==> src/rtl/rr_arbiter_n_pkg.sv <==
// Shared helpers for the round-robin arbiter slice.
// Width helper used to size index and hold-counter fields.
package rr_arbiter_n_pkg;

  function automatic int clog2_min1(input int v);
    int r;
    r = 0;
    for (int i = 0; i < 31; i++) begin
      if ((1 << i) < v) r = i + 1;
    end
    return (r == 0) ? 1 : r;
  endfunction

endpackage

==> src/rtl/rr_arbiter_n_pick.sv <==
// Combinational round-robin search: first set request after base, wrapping.
// Upper copy of the request vector covers the wrap-around half.
module rr_pick
  import rr_arbiter_n_pkg::*;
#(
  parameter int N = 4,
  parameter int W = clog2_min1(N)
) (
  input  logic [N-1:0]   i_request,
  input  logic [W-1:0]   i_base,
  output logic           o_found,
  output logic [W-1:0]   o_index
);

  logic [N-1:0]   w_mask;
  logic [2*N-1:0] w_dbl;

  always_comb begin
    w_mask = '0;
    for (int i = 0; i < N; i++) begin
      w_mask[i] = (i > int'(i_base));
    end
    w_dbl   = {i_request, i_request & w_mask};
    o_found = |i_request;
    o_index = '0;
    // Scan downward so the lowest set position wins.
    for (int j = 2 * N - 1; j >= 0; j--) begin
      if (w_dbl[j]) begin
        o_index = (j >= N) ? W'(j - N) : W'(j);
      end
    end
  end

endmodule

==> src/rtl/rr_arbiter_n.sv <==
// N-way round-robin arbiter with registered one-hot grant,
// zero-bubble handoff and optional hold-quantum preemption.
module rr_arbiter_n
  import rr_arbiter_n_pkg::*;
#(
  parameter int N        = 4,
  parameter int HOLD_MAX = 8,
  localparam int W       = clog2_min1(N),
  localparam int CW      = clog2_min1(HOLD_MAX + 1)
) (
  input  logic         clock,
  input  logic         reset_n,
  input  logic [N-1:0] request,
  output logic [N-1:0] grant,
  output logic         grant_valid,
  output logic [W-1:0] grant_index
);

  logic [N-1:0]  r_grant;
  logic          r_valid;
  logic [W-1:0]  r_index;
  logic [W-1:0]  r_last;
  logic [CW-1:0] r_cnt;

  logic [W-1:0]  w_base;
  logic          w_found;
  logic [W-1:0]  w_pick;
  logic          w_own_req;
  logic          w_others;
  logic          w_sat;
  logic          w_idle;
  logic          w_rel;
  logic          w_pre;
  logic          w_keep;
  logic          w_take;
  logic          w_nvalid;
  logic [W-1:0]  w_nindex;
  logic [CW-1:0] w_ncnt;
  logic [N-1:0]  w_ngrant;

  assign w_base    = r_valid ? r_index : r_last;
  assign w_own_req = |(request & r_grant);
  assign w_others  = |(request & ~r_grant);
  assign w_sat     = (r_cnt == CW'(HOLD_MAX));

  assign w_idle = !r_valid;
  assign w_rel  = r_valid && !w_own_req;
  assign w_pre  = r_valid && w_own_req &&
                  (HOLD_MAX != 0) && w_sat && w_others;
  assign w_keep = r_valid && w_own_req && !w_pre;

  rr_pick #(
    .N (N),
    .W (W)
  ) u_pick (
    .i_request (request),
    .i_base    (w_base),
    .o_found   (w_found),
    .o_index   (w_pick)
  );

  always_comb begin
    w_take   = 1'b0;
    w_nvalid = r_valid;
    w_nindex = r_index;
    w_ncnt   = r_cnt;
    unique case (1'b1)
      w_idle: w_take = w_found;
      w_rel: begin
        w_take = w_found;
        if (!w_found) begin
          w_nvalid = 1'b0;
          w_nindex = '0;
          w_ncnt   = '0;
        end
      end
      w_pre:  w_take = 1'b1;
      w_keep: w_ncnt = w_sat ? r_cnt : r_cnt + CW'(1);
      default: w_take = 1'b0;
    endcase
    if (w_take) begin
      w_nvalid = 1'b1;
      w_nindex = w_pick;
      w_ncnt   = CW'(1);
    end
    // Unlimited hold: counter is never consulted.
    if (HOLD_MAX == 0) w_ncnt = '0;
  end

  always_comb begin
    w_ngrant = '0;
    for (int i = 0; i < N; i++) begin
      w_ngrant[i] = w_nvalid && (w_nindex == W'(i));
    end
  end

  always_ff @(posedge clock or negedge reset_n) begin
    if (!reset_n) begin
      r_grant <= '0;
      r_valid <= 1'b0;
      r_index <= '0;
      r_last  <= W'(N - 1);
      r_cnt   <= '0;
    end else begin
      r_grant <= w_ngrant;
      r_valid <= w_nvalid;
      r_index <= w_nindex;
      r_cnt   <= w_ncnt;
      if (w_take) r_last <= w_pick;
    end
  end

  assign grant       = r_grant;
  assign grant_valid = r_valid;
  assign grant_index = r_index;

endmodule

==> config.mk <==
export PLATFORM = sky130hd
export DESIGN_NAME = rr_arbiter_n
export DESIGN_NICKNAME = d
export VERILOG_FILES = /design/src/rtl/rr_arbiter_n_pkg.sv /design/src/rtl/rr_arbiter_n_pick.sv /design/src/rtl/rr_arbiter_n.sv
export SDC_FILE = /design/constraint.sdc
export NUM_CORES = 1
export LEC_CHECK = 0
export CAP_MARGIN = 40
export CORE_UTILIZATION = 60
export DETAILED_ROUTE_END_ITERATION = 12
export DONT_BUFFER_PORTS = 1
export GPL_TIMING_DRIVEN = 0
export PLACE_DENSITY = 0.76
export SLEW_MARGIN = 20
export SYNTH_ARGS = -nofsm -noshare
export SYNTH_HDL_FRONTEND = slang
export SYNTH_SLANG_ARGS = --single-unit
==> constraint.sdc <==
create_clock -name clock -period 2.4 [get_ports clock]
set_clock_uncertainty 0.1 [all_clocks]
set_input_delay 0.48 -clock clock [delete_from_list [all_inputs] [get_ports clock]]
set_output_delay 0.48 -clock clock [all_outputs]
set_load 0.02 [all_outputs]
==> impl_metrics.tcl <==
set metrics [dict create \
    status "complete, no violations" \
    die_y_um 39.04 \
    max_clock_freq_mhz 455.0 \
    synth_mux_area_share_pct 3.799 \
    htreeDepth 1 \
    grt_pass1_vias 559 \
    fin_crit_sh_pct 91.58 \
    crit_type "flip-flop to flip-flop" \
    layout.cells.non_filler 100 \
    p_per_area_nw_per_um2 1114 \
    async_reset_ff_share_pct 100.0 \
    cts.sinks 13 \
    yosys_warnings 0 \
    post-cts-setup-buffer-count 0 \
    slew_headroom_pct 61.72 \
    nets 95 \
    cp-start-kind "flip-flop" \
    rr_endpoint "grant[0]" \
    worst_setup_path_end_kind "flip-flop" \
    drive_gt1_share_pct 16.28 \
    yosysSeqAreaShare_pct 39.82 \
    synth_fa_ha_area_share_pct 3.040 \
    setup_violations 0 \
    tightest_slew_ns 0.5724 \
    synth_most_common_cell "dfrtp_1" \
    setup.worst_path.start "grant_valid" \
    areaGrowthSynthToFinish_pct 6.535 \
    grt_max_degree 14 \
    diodes 0 \
    grt-ovfl-total 0 \
    clock_latency_ns 0.27 \
    dpl_cell_area_um2 840.8 \
    fin_ws_ns 0.2021 \
    synth_xor_area_share_pct 0 \
    synth_top_family_by_area "compound AO/OA/AOI/OAI gates" \
    track_usage_pct 23.81 \
    design_area_um2 877.1 \
    initialDrtViolationCount 29 \
    synthCells 81 \
    synthesis.area_um2 823.3 \
    placed_cells 95 \
    synth_top_cell_area_share_pct 33.43 \
    fp-row-count 12 \
    clock_path_buffers 2 \
    syn_avg_cell_area_um2 10.16 \
    rsz0062_at_grt "false" \
    syn_nets 89 \
    synth_edf_count 0 \
    crit_required_ns 2.50 \
    cts_tree "yes" \
    synth-seq-cells 13 \
    worstHoldPathType "input pin to flip-flop" \
    endpoint "grant[0]" \
    avgRoutedWirePerCell_um 15.55 \
    drc 0 \
    cts_made_buffers 3 \
    r2r_cells 6 \
    synth-simple-area-share_pct 23.71 \
    slew_viol_final 0 \
    peakVddDrop_v 0.0007439 \
    root_buffer "clkbuf_4" \
    r2r_start "grant_valid" \
    synth_ff_type "dfrtp_1" \
    grt_pass1_wl_mm 2.380 \
    avgViaCountPerCell 6.520 \
    finalSetupTns_ns 0 \
    gp_congestion 0.7984 \
    yosysTopAreaCell "dfrtp_1" \
    crit_arrival_ns 2.30 \
    die-area_um2 1524 \
    dpl_worst_slack_ns 0.2471 \
    synth_area_leaders "dfrtp_1 (33%), dfstp_2 (6.4%), o21ai_0 (4.3%)" \
    postCtsHoldBufs 1 \
    ant_nets 0 \
    detail_route.first_pass.iterations 4 \
    synthTopCellsByCount "dfrtp_1 (11), o21ai_0 (7), inv_1 (4), nand2_1 (4), nor2_1 (4)" \
    antenna_found_initial 0 \
    die_w_um 39.04 \
    hpwl_mm 1.204 \
    cts.repair.resized 0 \
    clk_pin_slew_ns 0.08 \
    hold_viol_final 0 \
    crit_fanout 9 \
    coreArea_um2 1186 \
    n_fill_cell 93 \
    fin_util_pct 73.95 \
    io_buffers 0 \
    initial_utilization_pct 69.41 \
    whs_ns 0.2636 \
    synth_compound_area_share_pct 25.53 \
    fin_crit_ns 2.198 \
    finalPower_mw 0.9768 \
    postRouteWirelength_mm 1.555 \
    reg2reg_slack_ns 0.20 \
    max_cap_viol_count 0 \
    p_leak_nw 0.3815 \
    num_vias 652 \
    yosysUniqueCellTypes 40 \
    boundaryPins 13 \
]
==> kinds of logic after synthesis <==
kind of cell,count (synthesis)
and+or+nand+nor,29
buffers and inverters,7
adders and majority gates,2
AOI/OAI and AO/OA,27
DFF,13
muxes,3
==> cells in the final DEF, fill, tap and decap left out, types with 3 or more instances in the layout <==
master / synthesis / layout
a21oi_1: 3 / 3
and2b_1: 3 / 3
clkbuf_4: 0 / 3
dfrtp_1: 11 / 11
inv_1: 4 / 4
nand2_1: 4 / 4
nor2_1: 4 / 4
nor3b_1: 3 / 3
o21ai_0: 7 / 7
==> final cells by class <==
cell class	instances	area, µm²	area share [%]
well taps	14	17.52	1.997
repair buffers	1	10.01	1.141
multi-input cells	61	461.7	52.64
flip-flops and latches	13	327.8	37.38
clock buffers	4	26.28	2.996
inverters	5	18.77	2.140
plain buffers	2	15.01	1.712
==> worst min path at each step <==
stage	to	start	depth (start not counted)
2_1_floorplan	grant[0]	reset_n	0
3_3_place_gp	r_cnt[3]	reset_n	0
3_5_place_dp	grant[2]	reset_n	0
4_1_cts	grant_valid	request[0]	2
5_1_grt	grant_valid	request[0]	2
6_report	grant_valid	request[0]	2
==> layer usage <==
layer  GRT usage, %  wire length, µm  up-vias
met5              0                0        -
met2          33.75              686       28
li1               -                -      319
met1          36.67              751      305
met3          5.202              118        0
met4          5.172                0        0
==> worst max-delay path, stage by stage, from the launching register on <==
cell	delay [ns]
dfrtp_1	0.47
buf_6	0.18
mux2i_1	0.16
a2111o_1	0.46
a211oi_2	0.31
o32ai_2	0.18
and4b_1	0.28
==> registers in the layout (all words and copies together), names as in the netlist <==
name / cells
grant: 4
r_cnt: 4
grant_index: 2
r_last: 2
grant_valid: 1
==> report_power, final <==
group	internal, mW	switching [mW]	leakage, nW	total (mW)
combinational	0.180	0.213	0.209	0.394
sequential	0.316	0.134	0.157	0.451
clock	0.0643	0.0683	0.0150	0.133
total	0.561	0.416	0.382	0.977
Note: power is estimated with default switching activity, not from simulation.
